==> config.mk <==
export PLATFORM = sky130hd
export DESIGN_NAME = uart_mm_master
export DESIGN_NICKNAME = d
export VERILOG_FILES = /design/src/rtl/uart_mm_master.sv
export SDC_FILE = /design/constraint.sdc
export NUM_CORES = 1
export LEC_CHECK = 0
export BUFFER_PORTS_ARGS = -buffer_cell sky130_fd_sc_hd__clkbuf_2
export CORE_MARGIN = 3
export CORE_UTILIZATION = 53
export DETAILED_ROUTE_END_ITERATION = 6
export PLACE_DENSITY = 0.77
export SETUP_SLACK_MARGIN = 0.4
export SYNTH_ARGS = -nofsm -noshare
export SYNTH_HDL_FRONTEND = slang
export SYNTH_SLANG_ARGS = --single-unit
==> constraint.sdc <==
create_clock -name clk_i -period 2.6 [get_ports clk_i]
set_clock_uncertainty 0.15 [all_clocks]
set_input_delay 0.52 -clock clk_i [delete_from_list [all_inputs] [get_ports clk_i]]
set_output_delay 0.52 -clock clk_i [all_outputs]
set_load 0.05 [all_outputs]
==> src/rtl/uart_mm_master.sv <==
// Avalon-MM master driven by UART command bytes: write (opcode + data) or
// read (opcode), with read results and timeout errors returned as one tx byte.
module uart_mm_master #(
    parameter int                ADDR_W       = 4,
    parameter int                DATA_W       = 8,
    parameter int                READ_LATENCY = 1,
    parameter int                WAIT_TIMEOUT = 255,
    parameter logic [DATA_W-1:0] ERR_BYTE     = 8'hEE
) (
    input  logic              clk_i,
    input  logic              rst_i,
    input  logic [DATA_W-1:0] rx_data_i,
    input  logic              rx_valid_i,
    output logic              rx_ready_o,
    output logic [ADDR_W-1:0] avm_address_o,
    output logic              avm_read_o,
    output logic              avm_write_o,
    output logic [DATA_W-1:0] avm_writedata_o,
    input  logic [DATA_W-1:0] avm_readdata_i,
    input  logic              avm_waitrequest_i,
    output logic [DATA_W-1:0] tx_data_o,
    output logic              tx_valid_o,
    input  logic              tx_ready_i,
    output logic              err_o
);

    typedef enum logic [2:0] {
        S_IDLE, S_GET_DATA, S_WR, S_RD, S_RD_LAT, S_RESP
    } state_t;

    localparam logic [2:0] RD_LAT_C = 3'(READ_LATENCY);
    localparam logic [8:0] TMO_C    = 9'(WAIT_TIMEOUT);

    state_t              state_q;
    logic [ADDR_W-1:0]   addr_q;
    logic [DATA_W-1:0]   wdata_q;
    logic [DATA_W-1:0]   tx_data_q;
    logic                read_q;
    logic                write_q;
    logic                tx_valid_q;
    logic                err_q;
    logic [7:0]          wait_cnt_q;
    logic [8:0]          wait_cnt_d;
    logic [2:0]          lat_cnt_q;
    logic                rx_fire;
    logic                op_write;
    logic                op_read;

    assign rx_ready_o = (state_q == S_IDLE || state_q == S_GET_DATA) && !rst_i;
    assign rx_fire    = rx_valid_i && rx_ready_o;
    assign op_write   = (rx_data_i[7:6] == 2'b01) && (rx_data_i[5:4] == 2'b00);
    assign op_read    = (rx_data_i[7:6] == 2'b10) && (rx_data_i[5:4] == 2'b00);
    // Count including the current stalled cycle, so the limit hits in that cycle.
    assign wait_cnt_d = {1'b0, wait_cnt_q} + 9'd1;

    always_ff @(posedge clk_i) begin
        if (rst_i) begin
            state_q    <= S_IDLE;
            addr_q     <= '0;
            wdata_q    <= '0;
            tx_data_q  <= '0;
            read_q     <= 1'b0;
            write_q    <= 1'b0;
            tx_valid_q <= 1'b0;
            err_q      <= 1'b0;
            wait_cnt_q <= '0;
            lat_cnt_q  <= '0;
        end else begin
            err_q <= 1'b0;
            case (state_q)
                S_IDLE: begin
                    if (rx_fire) begin
                        if (op_write) begin
                            addr_q  <= rx_data_i[ADDR_W-1:0];
                            state_q <= S_GET_DATA;
                        end else if (op_read) begin
                            addr_q     <= rx_data_i[ADDR_W-1:0];
                            read_q     <= 1'b1;
                            wait_cnt_q <= '0;
                            state_q    <= S_RD;
                        end else begin
                            err_q <= 1'b1;
                        end
                    end
                end
                S_GET_DATA: begin
                    if (rx_fire) begin
                        wdata_q    <= rx_data_i;
                        write_q    <= 1'b1;
                        wait_cnt_q <= '0;
                        state_q    <= S_WR;
                    end
                end
                S_WR: begin
                    if (!avm_waitrequest_i) begin
                        write_q <= 1'b0;
                        state_q <= S_IDLE;
                    end else if (wait_cnt_d == TMO_C) begin
                        write_q <= 1'b0;
                        err_q   <= 1'b1;
                        state_q <= S_IDLE;
                    end else begin
                        wait_cnt_q <= wait_cnt_d[7:0];
                    end
                end
                S_RD: begin
                    if (!avm_waitrequest_i) begin
                        read_q <= 1'b0;
                        if (RD_LAT_C == 3'd0) begin
                            tx_data_q  <= avm_readdata_i;
                            tx_valid_q <= 1'b1;
                            state_q    <= S_RESP;
                        end else begin
                            lat_cnt_q <= 3'd1;
                            state_q   <= S_RD_LAT;
                        end
                    end else if (wait_cnt_d == TMO_C) begin
                        read_q     <= 1'b0;
                        err_q      <= 1'b1;
                        tx_data_q  <= ERR_BYTE;
                        tx_valid_q <= 1'b1;
                        state_q    <= S_RESP;
                    end else begin
                        wait_cnt_q <= wait_cnt_d[7:0];
                    end
                end
                S_RD_LAT: begin
                    if (lat_cnt_q == RD_LAT_C) begin
                        tx_data_q  <= avm_readdata_i;
                        tx_valid_q <= 1'b1;
                        state_q    <= S_RESP;
                    end else begin
                        lat_cnt_q <= lat_cnt_q + 3'd1;
                    end
                end
                S_RESP: begin
                    if (tx_ready_i) begin
                        tx_valid_q <= 1'b0;
                        state_q    <= S_IDLE;
                    end
                end
                default: state_q <= S_IDLE;
            endcase
        end
    end

    assign avm_address_o   = addr_q;
    assign avm_read_o      = read_q;
    assign avm_write_o     = write_q;
    assign avm_writedata_o = wdata_q;
    assign tx_data_o       = tx_data_q;
    assign tx_valid_o      = tx_valid_q;
    assign err_o           = err_q;

endmodule

==> flow_metrics.tcl, run 1 <==
set metrics [dict create \
    outcome "completed" \
    powerDensity_nw_per_um2 546 \
    synthMostInstantiatedCell "dfxtp_1" \
    drive_above_1_share_pct 28.6 \
    yosysWarningCount 0 \
    cts_max_path_buffers 2 \
    die-area_sq_um 4460 \
    cts-root-buf "clkbuf_8" \
    synth_top_area_share_pct 38.8 \
    cts-htree-levels 2 \
    io_pins 46 \
    hold_viol 0 \
    drt_iter0_drc 139 \
    cap_violations 0 \
    synth_top_cell_by_area "dfxtp_1" \
    synth_common_cells "dfxtp_1, a21oi_1, nand2_1" \
    dp_worst_setup_slack_ps 269 \
    die_w_um 66.8 \
    start_util_pct 56.9 \
    required_ps 2650 \
    synth_cell_types 53 \
    arrival_ps 2130 \
    multi_input_area_sq_um 1150 \
    async_flop_share_pct 0 \
    routed-via-count 1885 \
    cpMaxStageDelayCell "dfxtp_2" \
    synth_edf_count 0 \
    antenna_found_initial 0 \
    finalPower_mw 1.33 \
    yosysSeqAreaShare_pct 38.8 \
    syn_avg_cell_area_sq_um 8.06 \
    layout_setup_ws_ps 519 \
    fmax_mhz 481 \
    seqCellArea_sq_um 766 \
    ant_nets 0 \
    synthFlopType "dfxtp_1" \
    synth_fp_nets 268 \
    max-slew-margin-rel_pct 67.3 \
    cts_sinks 38 \
    grt_util_all_layers_pct 21.9 \
    gp_congestion 0.829 \
    dpl.cell_count 327 \
    die_h_um 66.8 \
    cts_buffers 5 \
    path_max_fanout 12 \
    rrSetupSlack_ps 520 \
    ys_seq_elements 38 \
    synth_area_sq_um 1960 \
    hold_buffers 0 \
    fp-row-count 21 \
    crit_path_cell_trace "nor2b_1 > nand2_1 > a21oi_1 > o31ai_4 > o41ai_1" \
    final_area_sq_um 2430 \
    first_pass_iters 4 \
    grt_pass1_wl_um 7390 \
    startpoint_type "register" \
    crit_type "reg -> reg" \
    areaGrowthSynthToFinish_pct 24.3 \
    stdcell_count 336 \
    max_stage_delay_ps 500 \
    rsz0062_at_grt "false" \
    placed_area_sq_um 2240 \
    fin_crit_sh_pct 80.0 \
    grt_max_degree 24 \
    clk_pin_slew_ps 80 \
    timing.hold.ws_ps 309 \
    hpwl_um 3320 \
    hp-class "reg -> reg" \
    drc 0 \
    routed_wl_um 4740 \
    worst_slew_pin_slew_ps 490 \
    core_sq_um 3440 \
    fin_crit_ps 2080 \
    setup_violations 0 \
    insertion_delay_ps 300 \
    nets 314 \
    p_leak_nw 1.01 \
    grt-ovfl-total 0 \
    endpoint_kind "register" \
    tns_ps 0 \
    io_buffers 45 \
    cts_tree "built" \
    vdd_ir_drop_max_uv 535 \
    drv_slew 0 \
    avgRoutedWirePerCell_um 14.1 \
    synth_area_leaders "dfxtp_1, a21oi_1, nand2_1, nor2_1, nand3_1" \
    antenna_cells 0 \
    fin_util_pct 70.7 \
    vias_per_cell 5.61 \
    n_fill_cell 288 \
    grt_pass1_vias 1632 \
    syn_inst 243 \
]
worst max-delay path, delay by kind of cell (launching register included):
kind            cells  cell delay (ps)
compound gates      3              720
flops               1              500
simple gates        2              610
power breakdown:
group          total (mW)  switching (mW)  internal, mW
logic               0.126          0.0817        0.0438
clock network       0.609           0.224         0.384
registers           0.596         0.00727         0.588
total                1.33           0.313          1.02
layout make-up:
class                   instances  area share [%]
clock buffers                   5            2.83
clock inverters                 3            2.83
inverters                      15            2.31
multi-input cells             178            47.1
flip-flops and latches         38            31.4
well taps                      46            2.36
repair buffers                 51            11.1
cells in the final DEF, fill, tap and decap left out, types with 3 or more instances in the layout:
cell type / count
mux2i_1: 6
or2_2: 4
nand2_1: 25
dfxtp_1: 34
nand3b_1: 3
ha_1: 3
clkbuf_8: 5
buf_4: 6
dfxtp_2: 4
nor2_1: 21
o22ai_1: 9
clkbuf_2: 45
nand3_1: 14
inv_1: 15
o21ai_0: 13
a21oi_1: 29
nand2b_1: 3
flip-flops by register name, summed over array words and instances, names as in the netlist:
signal,cells
wait_cnt_q,8
avm_read_o,1
lat_cnt_q,3
state_q,3
avm_address_o,4
tx_data_o,8
avm_write_o,1
tx_valid_o,1
err_o,1
avm_writedata_o,8
final timing paths:
check / startpoint / end / cells after the start
setup reg to reg: state_q[1]$_SDFFE_PP0P_ / wait_cnt_q[5]$_SDFFE_PP0P_ / 5
hold reg to reg: avm_writedata_o[4]$_SDFFE_PP0P_ / avm_writedata_o[4]$_SDFFE_PP0P_ / 2
setup / recovery: state_q[1]$_SDFFE_PP0P_ / wait_cnt_q[5]$_SDFFE_PP0P_ / 5
hold / removal: avm_writedata_o[4]$_SDFFE_PP0P_ / avm_writedata_o[4]$_SDFFE_PP0P_ / 2
routing by layer:
metal	vias to the layer above	wire length [um]	global-route usage, %
met2	51	2300	35.1
li1	956	-	-
met1	865	2110	28.1
met4	0	109	6.85
met3	13	229	6.41
met5	-	0	0
repair_timing:
item	in CTS	in global routing
setup buffers	0	1
gates resized for setup	5	9
setup endpoints to repair	10	22
pin swaps	0	2
logic make-up (layout without fill, tap and decap cells):
kind of cell	Yosys count	in the layout	synth area share, %
adders and majority gates	4	4	2.55
AOI/OAI and AO/OA	75	75	24.6
muxes	6	6	3.07
buffers and inverters	27	74	5.68
DFF	38	38	38.8
and+or+nand+nor	89	89	23.5
xor gates and xnor gates	4	4	1.79
Note: power is estimated with default switching activity, not from simulation.
==> inputs of run 2 (changes only) <==
- CORE_UTILIZATION: 53 -> 48
- PLACE_DENSITY: 0.77 -> 0.73
- clock period: 2.6 -> 1.9 ns (I/O delays scaled with it)
==> run 2 against run 1 <==
The flow now finishes with violations (negative setup slack). Power is 30% higher. Combinational power is 120% higher. Count of clock-buffer cells in the layout is 2 higher. Final cell count is 16% higher. Register-to-register slack worse by 590 ps. Die area is 9.5% higher. Largest power group is now registers. Critical endpoint is now avm_read_o$_SDFFE_PP0P_.
==> flow_metrics.tcl, run 2 (synthesis gave the netlist of run 1 again) <==
set metrics [dict create \
    outcome "finished, violations left" \
    fin_crit_ps 1970 \
    endpoint_kind "register" \
    fmax_mhz 507 \
    finalPower_mw 1.73 \
    start_util_pct 51.6 \
    drc 0 \
    n_fill_cell 199 \
    p_leak_nw 1.34 \
    grt-ovfl-total 0 \
    drt_iter0_drc 148 \
    grt_pass1_vias 2085 \
    cts_max_path_buffers 2 \
    nets 367 \
    io_pins 46 \
    crit_path_cell_trace "nand3_2 > o21a_1 > o211ai_1 > o21ai_1 > buf_4 > a311oi_1" \
    stdcell_count 390 \
    powerDensity_nw_per_um2 535 \
    core_sq_um 3800 \
    grt_max_degree 19 \
    seqCellArea_sq_um 787 \
    setup_violations 9 \
    arrival_ps 2020 \
    rsz0062_at_grt "true" \
    cpMaxStageDelayCell "dfxtp_4" \
    required_ps 1940 \
    gp_congestion 0.832 \
    antenna_found_initial 0 \
    die_w_um 69.9 \
    routed_wl_um 6900 \
    multi_input_area_sq_um 1490 \
    startpoint_type "register" \
    die-area_sq_um 4880 \
    fp-row-count 22 \
    cts_tree "built" \
    drv_slew 0 \
    hpwl_um 3770 \
    vias_per_cell 5.69 \
    grt_pass1_wl_um 9520 \
    tns_ps -249 \
    cts_sinks 38 \
    antenna_cells 0 \
    first_pass_iters 4 \
    cap_violations 0 \
    io_buffers 45 \
    reg2reg_from "wait_cnt_q[0]$_SDFFE_PP0P_" \
    cp.depth 6 \
    drive_above_1_share_pct 56.1 \
    max-slew-margin-rel_pct 71.8 \
    hold_viol 0 \
    path_delay_family "compound AO/OA/AOI/OAI gates" \
    hp-class "in -> reg" \
    ant_nets 0 \
    dpl.cell_count 360 \
    avgRoutedWirePerCell_um 17.7 \
    startpoint "wait_cnt_q[0]$_SDFFE_PP0P_" \
    cts_buffers 5 \
    violations "negative setup slack" \
    final_cell_mix "buf_4, clkbuf_2, dfxtp_1, nor2_1, a21oi_2" \
    clk_pin_slew_ps 70 \
    grt_util_all_layers_pct 23.7 \
    crit_type "reg -> reg" \
    vdd_ir_drop_max_uv 544 \
    fin_util_pct 85.4 \
    hold_buffers 0 \
    min-delay-start "rx_data_i[0]" \
    die_h_um 69.9 \
    routed-via-count 2220 \
    rrSetupSlack_ps -70 \
    path_max_fanout 6 \
    fin_crit_sh_pct 104 \
    cts-htree-levels 2 \
    worst-path-buf-inv 1 \
    worst_slew_pin_slew_ps 421 \
    areaGrowthSynthToFinish_pct 65.5 \
    max_stage_delay_ps 390 \
    reg2regPathDepth 6 \
    setup.worst_path.end "avm_read_o$_SDFFE_PP0P_" \
    final_common_cell "buf_4" \
    placed_area_sq_um 2560 \
    cts-root-buf "clkbuf_8" \
    insertion_delay_ps 290 \
    layout_setup_ws_ps -72.4 \
    final_area_sq_um 3240 \
    r2r_end "avm_read_o$_SDFFE_PP0P_" \
]
==> run 2: cell types whose count changed in the layout (fill, tap and decap cells not counted), sizes merged <==
cell    change
clkinv      -1
bufinv      -2
a21oi       +1
clkbuf      -3
buf        +57
==> run 2: how the worst min path moves through the flow <==
| stage | end | slack, ps | cells after the start |
|---|---|---|---|
| 3_3_place_gp | avm_writedata_o[6]$_SDFFE_PP0P_ | 290 | 2 |
| 5_1_grt | avm_writedata_o[2]$_SDFFE_PP0P_ | 210 | 3 |
| 2_1_floorplan | wait_cnt_q[7]$_SDFFE_PP0P_ | 320 | 2 |
| 3_5_place_dp | avm_writedata_o[6]$_SDFFE_PP0P_ | 300 | 2 |
| 4_1_cts | avm_writedata_o[1]$_SDFFE_PP0P_ | 190 | 3 |
| 6_report | avm_writedata_o[0]$_SDFFE_PP0P_ | 200 | 3 |
==> run 2: routing by layer <==
layer	GRT usage, %	vias up	wire [um]
li1	-	1068	-
met2	40.9	67	3710
met4	6.38	0	235
met3	3.88	23	268
met1	30.6	1062	2690
met5	0	-	0
==> run 2: layout make-up <==
| cell class | instances | share of cell area, % |
|---|---|---|
| clock buffer | 7 | 3.32 |
| inverter | 15 | 1.74 |
| multi-input combinational | 179 | 45.8 |
| sequential | 38 | 24.3 |
| tap | 48 | 1.85 |
| timing repair buffer | 103 | 23.0 |
==> run 2: per-stage QoR <==
| step | setup slack (ps) | hold slack [ps] |
|---|---|---|
| CTS | 13.8 | 188 |
| global placement | -32.0 | 293 |
| floorplan | 28.9 | 318 |
| global route | -150 | 215 |
| finish | -72.4 | 204 |
| detailed placement | -39.5 | 298 |
==> run 2: where the power goes <==
part	internal [mW]	leakage (nW)	switching [mW]	total, mW
Clock	0.367	0.0555	0.280	0.647
Combinational	0.116	0.974	0.159	0.275
Sequential	0.799	0.313	0.0126	0.811
==> run 2: worst register-to-register path, stage by stage, from the launching register on <==
cell and delay (ps):
dfxtp_4 390, nand3_2 130, o21a_1 240, o211ai_1 370, o21ai_1 140, buf_4 180
a311oi_1 280
==> run 2: what timing repair did <==
item,in CTS,in global routing
pin swaps,22,34
gates resized for setup,41,73
setup endpoints to repair,39,41
buffers inserted,16,6
gates cloned,1,0
